`src/rtl/fetch_pkg.sv`:
```
// rtl/fetch_pkg.sv - shared state encoding and byte-lane constants for the instruction fetch sequencer
package fetch_pkg;

    // One state per step of the two-byte fetch sequence.
    typedef enum logic [2:0] {
        IDLE   = 3'd0,
        REQ_LO = 3'd1,
        WR_LO  = 3'd2,
        REQ_HI = 3'd3,
        WR_HI  = 3'd4,
        DONE   = 3'd5
    } fetch_state_t;

    // Instruction register byte-lane select values.
    localparam logic LH_LOW  = 1'b0;
    localparam logic LH_HIGH = 1'b1;

endpackage

```
`src/rtl/fetch_pc_reg.sv`:
```
// rtl/fetch_pc_reg.sv - program counter with async reset, parallel load and modulo increment
module fetch_pc_reg #(
    parameter int                 ADDR_W   = 16,
    parameter logic [ADDR_W-1:0]  RESET_PC = '0
) (
    input  logic              Clock,
    input  logic              Reset,
    input  logic              load,
    input  logic [ADDR_W-1:0] load_value,
    input  logic              incr,
    output logic [ADDR_W-1:0] pc
);

    // Load wins over increment; the increment wraps naturally at 2^ADDR_W.
    always_ff @(posedge Clock or negedge Reset) begin
        if (!Reset) begin
            pc <= RESET_PC;
        end else if (load) begin
            pc <= load_value;
        end else if (incr) begin
            pc <= pc + ADDR_W'(1);
        end
    end

endmodule

```
`src/rtl/instruction_fetch_sequencer.sv`:
```
// rtl/instruction_fetch_sequencer.sv - fetches a 16-bit instruction as two byte writes to the instruction register
module instruction_fetch_sequencer
    import fetch_pkg::*;
#(
    parameter int                 ADDR_W   = 16,
    parameter logic [ADDR_W-1:0]  RESET_PC = '0
) (
    input  logic              Clock,
    input  logic              Reset,
    input  logic              Start,
    input  logic              Stall,
    input  logic              PCLoad,
    input  logic [ADDR_W-1:0] PCIn,
    output logic [ADDR_W-1:0] MemAddr,
    output logic              MemRead,
    input  logic              MemReady,
    input  logic [7:0]        MemData,
    output logic [7:0]        IRData,
    output logic              IRWrite,
    output logic              IRLH,
    output logic [ADDR_W-1:0] PC,
    output logic              Busy,
    output logic              Done
);

    fetch_state_t state;
    fetch_state_t next_state;
    logic         capture;
    logic         pc_load;
    logic         pc_incr;

    fetch_pc_reg #(
        .ADDR_W   (ADDR_W),
        .RESET_PC (RESET_PC)
    ) u_pc (
        .Clock      (Clock),
        .Reset      (Reset),
        .load       (pc_load),
        .load_value (PCIn),
        .incr       (pc_incr),
        .pc         (PC)
    );

    // Memory is always addressed by the PC; it only moves in WR_* or IDLE, so it is stable during waits.
    assign MemAddr = PC;
    assign Busy    = (state != IDLE);
    assign Done    = (state == DONE);

    // State register; reset abandons any fetch in progress.
    always_ff @(posedge Clock or negedge Reset) begin
        if (!Reset) begin
            state <= IDLE;
        end else begin
            state <= next_state;
        end
    end

    // Next-state and Moore output decode; MemRead is additionally gated by Stall.
    always_comb begin
        next_state = state;
        MemRead    = 1'b0;
        IRWrite    = 1'b0;
        IRLH       = LH_LOW;
        capture    = 1'b0;
        pc_load    = 1'b0;
        pc_incr    = 1'b0;
        case (state)
            IDLE: begin
                // A PC load consumes the cycle, so a simultaneous Start is dropped.
                if (PCLoad) begin
                    pc_load = 1'b1;
                end else if (Start && !Stall) begin
                    next_state = REQ_LO;
                end
            end
            REQ_LO: begin
                MemRead = ~Stall;
                capture = MemRead & MemReady;
                if (capture) begin
                    next_state = WR_LO;
                end
            end
            WR_LO: begin
                IRWrite    = 1'b1;
                IRLH       = LH_LOW;
                pc_incr    = 1'b1;
                next_state = REQ_HI;
            end
            REQ_HI: begin
                MemRead = ~Stall;
                capture = MemRead & MemReady;
                if (capture) begin
                    next_state = WR_HI;
                end
            end
            WR_HI: begin
                IRWrite    = 1'b1;
                IRLH       = LH_HIGH;
                pc_incr    = 1'b1;
                next_state = DONE;
            end
            DONE: begin
                next_state = IDLE;
            end
            default: begin
                next_state = IDLE;
            end
        endcase
    end

    // Byte holding register feeding the instruction register; keeps its value between captures.
    always_ff @(posedge Clock or negedge Reset) begin
        if (!Reset) begin
            IRData <= 8'h00;
        end else if (capture) begin
            IRData <= MemData;
        end
    end

endmodule

```
`config.mk`:
```
export PLATFORM = sky130hd
export DESIGN_NAME = instruction_fetch_sequencer
export DESIGN_NICKNAME = d
export VERILOG_FILES = /design/src/rtl/fetch_pkg.sv /design/src/rtl/fetch_pc_reg.sv /design/src/rtl/instruction_fetch_sequencer.sv
export SDC_FILE = /design/constraint.sdc
export NUM_CORES = 1
export LEC_CHECK = 0
export CAP_MARGIN = 20
export CORE_MARGIN = 2
export CORE_UTILIZATION = 35
export CTS_BUF_LIST = sky130_fd_sc_hd__clkbuf_16
export CTS_CLUSTER_SIZE = 30
export DETAILED_ROUTE_END_ITERATION = 16
export PLACE_DENSITY_LB_ADDON = 0.25
export SYNTH_ARGS = -nofsm -noshare
export SYNTH_HDL_FRONTEND = slang
export SYNTH_SLANG_ARGS = --single-unit
```
`constraint.sdc`:
```
create_clock -name Clock -period 2.1 [get_ports Clock]
set_clock_uncertainty 0.05 [all_clocks]
set_input_delay 0.42 -clock Clock [delete_from_list [all_inputs] [get_ports Clock]]
set_output_delay 0.42 -clock Clock [all_outputs]
set_load 0.02 [all_outputs]
```
==> results.cfg, run 1 <==
[status]
status = completed

[floorplanning]
start_util_pct = 36.82
die_x_um = 72.38
die_h_um = 72.38
coreArea_mm2 = 0.004444
rows = 24
io_pins = 75
dieArea_mm2 = 0.005239

[clock_network]
post_cts_buffers = 0
cts_buffers = 3
clk_pin_slew_worst_paths_ns = 0.07
clk_path_buf_depth = 2
cts_root_buf = clkbuf_16
clock_latency_ns = 0.26
tritoncts = yes
cts_sinks = 27
htree_levels = 1

[logic_synthesis]
synth_flop_cell = dfrtp_1
seq_area_frac_synth_pct = 41.28
async_flop_share_pct = 100.0
syn_area_mm2 = 0.001637
syn-num-nets = 198
synth-seq-cells = 27
synthCells = 167
yosys_warnings = 0
synth-edff-count = 0
avgSynthCellArea_um2 = 9.800
ys_types = 48

[critical_path]
worstReg2RegStart = state[2]
cp_top_family = flip-flops
critPathArrivalTime_ns = 1.53
endpoint_kind = output port
cp-start-kind = register
crit_chain = or3_4 > dlygate4sd2_1
critPathSlowestCell = dfrtp_2
max_stage_delay_ns = 0.49
path_max_fanout = 7
startpoint = state[2]
required_ns = 1.63
crit_type = register to output port
cp_num_buf_inv = 1

[timing]
final.period_utilization_pct = 95.11
tns_ns = 0
tightest_slew_ns = 0.6400
final_max_slew_viol_count = 0
fmax_ghz = 0.5007
hold_violations = 0
relSlewSlack_pct = 57.08
setup_viol = 0
fin_crit_ns = 1.997
rsz0062_at_grt = no

[finish]
syn_to_final_growth_pct = 50.15
nets = 266
drive_above_1_share_pct = 15.38
nFillCells = 418
multi_input_area_um2 = 787.0
final_area_mm2 = 0.002457
ff_latch_area_um2 = 679.4
diodes = 0
utilization_pct = 55.29

[global_routing]
grt_pass1_vias = 1399
grt_overflow = 0
grtUsageTotal_pct = 16.05
antenna_found_initial = 0
grt_pass1_wl_mm = 6.658
grt_start_max_net_pins = 28

[hold_path]
min_from = IRData[0]
min_path_type = register to register

[placement]
dpl_cell_area_mm2 = 0.002372
portBuffers = 74
gp_congestion = 0.7572
hpwl_mm = 3.111

[detailed_routing]
viasPerCell = 5.210
first_pass_iters = 4
drtAntennaViolNets = 0
drt-wirelength-per-cell_um = 14.50
dr_total_vias = 1490
remaining_drc_errors = 0
totalWireLength_mm = 4.146
drtIter0Drc = 75

[pwr]
ir_drop_v = 0.0008320
total_power_mw = 3.511
leakage_nw = 0.9658
power_density_mw_per_mm2 = 1429

[job]
cap_violations = 0
## cell type report
type	instances	share of cell area [%]
clock inverters	1	0.3055
inverters	3	0.4582
flip-flops and latches	27	27.65
clock buffers	3	3.055
repair buffers	87	33.86
well taps	52	2.648
multi-input cells	113	32.03
## Yosys cell counts, types with 2 or more instances
cell / instances / area share, %
a221o_1: 3 / 1.8
and4_1: 2 / 1.1
o21ai_0: 9 / 2.8
mux2_2: 8 / 5.5
buf_4: 17 / 7.8
nor2_1: 13 / 3.0
nor3_1: 6 / 1.8
o31ai_1: 2 / 0.92
nor4_1: 3 / 1.1
xnor2_1: 6 / 3.2
nand2_1: 14 / 3.2
a21oi_1: 4 / 1.2
a211oi_1: 3 / 1.4
nand4_1: 5 / 1.9
inv_1: 3 / 0.69
nand3_1: 5 / 1.5
buf_2: 5 / 1.5
mux2i_1: 2 / 1.2
dfrtp_1: 27 / 41
and3_1: 2 / 0.76
## state kept, by name (all words and copies together), names as in the netlist
signal	flops
u_pc.pc	16
IRData	8
state	3
## final timing paths
check,end,slack (ns),cells after the start
worst max-delay path,Busy,0.10,2
worst min-delay path,IRData[0],0.46,1
worst max register to register,u_pc.pc[15],0.20,5
worst min register to register,IRData[0],0.46,1
max in group asynchronous,state[2],1.24,2
min in group asynchronous,u_pc.pc[11],0.48,2
## layout by cell type (no fill, tap or decap), types with 2 or more instances in the layout
master and count:
xnor2_1 6, dfrtp_2 3, and3_1 2, inv_1 3
a21oi_1 4, mux2i_1 2, buf_4 13, a211oi_1 3
nor4_1 3, dfrtp_1 24, o21ai_0 9, nor2_1 13
nor3_1 6, mux2_2 8, nand4_1 5, nand3_1 5
and4_1 2, nand2_1 14, dlygate4sd2_1 5, clkdlybuf4s50_1 69
a221o_1 3, clkbuf_16 3
## per-layer routing
metal / share of wire (%) / global-route usage (%) / vias to the layer above
met4: 1.1 / 3.704 / 0
li1: - / - / 729
met1: 47 / 22.72 / 704
met3: 5.9 / 3.194 / 5
met2: 46 / 25.48 / 52
met5: 0 / 0 / -
## repair_timing
| action | 4_1_cts | 5_1_grt |
|---|---|---|
| setup endpoints to repair | 5 | 2 |
| pin swaps | 0 | 0 |
| hold buffers | 0 | 0 |
| resized for setup | 8 | 1 |
| gates cloned | 0 | 0 |
## logic make-up (layout without fill, tap and decap cells)
| group | count (synthesis) | after routing | synth area share, % |
|---|---|---|---|
| compound gates | 30 | 30 | 13.07 |
| xor+xnor | 8 | 8 | 5.428 |
| fa+ha+maj | 1 | 1 | 0.7644 |
| buf+inv | 27 | 94 | 10.93 |
| flops | 27 | 27 | 41.28 |
| mux | 10 | 10 | 6.728 |
| simple gates | 64 | 64 | 21.79 |
## through the flow
step           std cells  setup WS (ns)  hold slack, ns
2_1_floorplan        167        0.08431         0.07441
3_3_place_gp         282       -0.05334          0.4392
3_5_place_dp         282       -0.08615          0.4449
6_report             286         0.1027          0.4570
4_1_cts              286        0.09691          0.4611
5_1_grt              286        0.07009          0.4703
## power breakdown
part / switching, mW / total, mW / leakage, nW / internal [mW]
clock network: 0.190 / 0.449 / 0.0371 / 0.259
registers: 0.308 / 1.05 / 0.315 / 0.747
logic: 0.983 / 2.01 / 0.614 / 1.02
(Power assumes the default switching activity.)
==> run 2: changes to the inputs <==
--- a/config.mk
+++ b/config.mk
@@ -12,6 +12,7 @@
 export CTS_CLUSTER_SIZE = 30
 export DETAILED_ROUTE_END_ITERATION = 16
 export PLACE_DENSITY_LB_ADDON = 0.25
+export SKIP_LAST_GASP = 1
 export SYNTH_ARGS = -nofsm -noshare
 export SYNTH_HDL_FRONTEND = slang
 export SYNTH_SLANG_ARGS = --single-unit
==> results of run 2 <==
The final DEF is identical to that of run 1; final timing and power are the same.
==> run 3: changes to the inputs <==
--- a/config.mk
+++ b/config.mk
@@ -7,7 +7,7 @@
 export LEC_CHECK = 0
 export CAP_MARGIN = 20
 export CORE_MARGIN = 2
-export CORE_UTILIZATION = 35
+export CORE_UTILIZATION = 41
 export CTS_BUF_LIST = sky130_fd_sc_hd__clkbuf_16
 export CTS_CLUSTER_SIZE = 30
 export DETAILED_ROUTE_END_ITERATION = 16
==> constraint.sdc (replaced) <==
create_clock -name Clock -period 1.91 [get_ports Clock]
set_clock_uncertainty 0.05 [all_clocks]
set_input_delay 0.382 -clock Clock [delete_from_list [all_inputs] [get_ports Clock]]
set_output_delay 0.382 -clock Clock [all_outputs]
set_load 0.02 [all_outputs]
==> run 3 against run 2 <==
- sequential share of layout area fell by 0.70 points
- critical path depth grew 1
- setup slack got worse by 0.062 ns
- total power increased by 14%
- design area up 2.4%
- critical path type unchanged
- highest routed layer unchanged
- global-route usage grew 4.0 points
- register-to-register slack worse by 0.13 ns
- die area fell by 14%
- utilization rose by 12 points
==> results.cfg, run 3 (synthesized netlist as in run 1, its figures left out) <==
[status]
status = completed

[finish]
top_regs = u_pc.pc: 16 flops, IRData: 8 flops, state: 3 flops
syn_to_final_growth_pct = 53.75
final_common_cell = clkdlybuf4s50_1
top_register = u_pc.pc
largest_register_ffs = 16
final_cell_mix = clkdlybuf4s50_1 (69), dfrtp_1 (25), buf_4 (21)
utilization_pct = 67.21
drive_above_1_share_pct = 19.42
diodes = 0
nets = 274
final_cell_count_no_fill = 290

[detailed_routing]
dr_total_vias = 1577
wl_met1_mm = 1.848
drtIter0Drc = 96
dr_wl_met3_um = 343
topRoutingLayerUsed = met4
drt-wirelength-per-cell_um = 15.78
totalWireLength_mm = 4.576
viasPerCell = 5.438
remaining_drc_errors = 0
drtAntennaViolNets = 0
met2_length_mm = 2.330
first_pass_iters = 4

[clock_network]
cts_buffers = 3
cts_root_buf = clkbuf_16
tritoncts = yes
clock_latency_ns = 0.26
hold_buffers = 0
clk_pin_slew_worst_paths_ns = 0.07
htree_levels = 1
cts_sinks = 27
clk_path_buf_depth = 2

[hold_path]
min_path_type = input pin to async pin

[timing]
tightest_slew_ns = 0.5752
hold_violations = 0
fin_crit_ns = 1.869
final_max_slew_viol_count = 0
final.period_utilization_pct = 97.85
fmax_ghz = 0.5351
setup_viol = 0
rsz0062_at_grt = yes
relSlewSlack_pct = 61.43

[placement]
gp_congestion = 0.8334
hpwl_mm = 3.406
portBuffers = 74
dp.cells = 282

[floorplanning]
die_x_um = 67.18
dieArea_mm2 = 0.004513
rows = 22
start_util_pct = 43.72
io_pins = 75
coreArea_mm2 = 0.003744
die_h_um = 67.18

[critical_path]
cp-start-kind = register
critPathArrivalTime_ns = 1.44
crit_chain = buf_4 > nor3_2 > clkdlybuf4s15_1
crit_type = register to output port
path_max_fanout = 5
required_ns = 1.48
max_stage_delay_ns = 0.47
cp_num_buf_inv = 2
endpoint_kind = output port
cp_top_family = buffers and inverters
critPathSlowestCell = dfrtp_2

[pwr]
leakage_nw = 1.000
ir_drop_v = 0.0006783
power_density_mw_per_mm2 = 1584

[global_routing]
grt_start_max_net_pins = 28
grt_overflow = 0
grt_pass1_vias = 1513
grtUsageTotal_pct = 20.07
antenna_found_initial = 0
grt_pass1_wl_mm = 6.948

[job]
cap_violations = 0
==> run 3: changes by cell type in the layout (fill, tap and decap cells not counted), moves of 2 or more <==
| cell | previous run | this run |
|---|---|---|
| dlygate4sd2_1 | 5 | 0 |
| clkbuf_2 | 0 | 2 |
| buf_4 | 13 | 21 |
| clkdlybuf4s15_1 | 0 | 3 |
==> run 3: worst register-to-register path, stage by stage, from the launching register on <==
cell and delay [ns]:
dfrtp_2 0.47, buf_4 0.18, or4b_4 0.55, buf_4 0.18, a311o_1 0.30
==> run 3: worst paths after layout <==
check | from | to | slack [ns] | cells after the start
worst max-delay path | state[2] | MemRead | 0.04 | 3
worst min-delay path | Reset | IRData[7] | 0.45 | 2
worst max register to register | state[2] | u_pc.pc[9] | 0.07 | 4
worst min register to register | IRData[7] | IRData[7] | 0.46 | 1
max in group asynchronous | Reset | state[2] | 1.07 | 2
min in group Clock | IRData[7] | IRData[7] | 0.46 | 1
==> run 3: routing by layer <==
layer / global-route usage [%] / up-vias
met5: 0 / -
met4: 4.082 / 0
met3: 3.167 / 8
met2: 37.75 / 79
met1: 24.04 / 747
li1: - / 743
==> run 3: final cells by class <==
class	count	area [um2]
clock buffers	3	75.07
inverters	3	11.26
fillers	289	1227
well taps	48	60.06
multi-input cells	113	795.8
flip-flops and latches	27	678.2
repair buffers	95	888.4
clock inverters	1	7.507
==> run 3: power by group <==
| part | internal [mW] | switching [mW] |
|---|---|---|
| Sequential | 0.819 | 0.309 |
| Combinational | 1.20 | 1.16 |
| Clock | 0.285 | 0.207 |
==> run 3: metrics by stage <==
stage               hold slack (ns)  power, mW  TNS [ns]  setup WS (ns)  area (um2)
finish                       0.4497      3.986         0        0.04104        2516
global route                 0.4772      4.201  -0.06644       -0.03119        2516
CTS                          0.4622      3.937         0       0.009861        2481
detailed placement           0.4456      3.460   -0.6297        -0.1417        2402
global placement             0.4400      3.393   -0.5743        -0.1350        2402
floorplan                   0.03641      2.476         0         0.1035        1642
==> run 3: repair_timing <==
action | 4_1_cts | 5_1_grt
endpoints found under the setup margin | 5 | 9
endpoints found under the hold margin | 0 | 0
resized for setup | 7 | 9
setup buffers | 0 | 4
pin swaps | 0 | 1
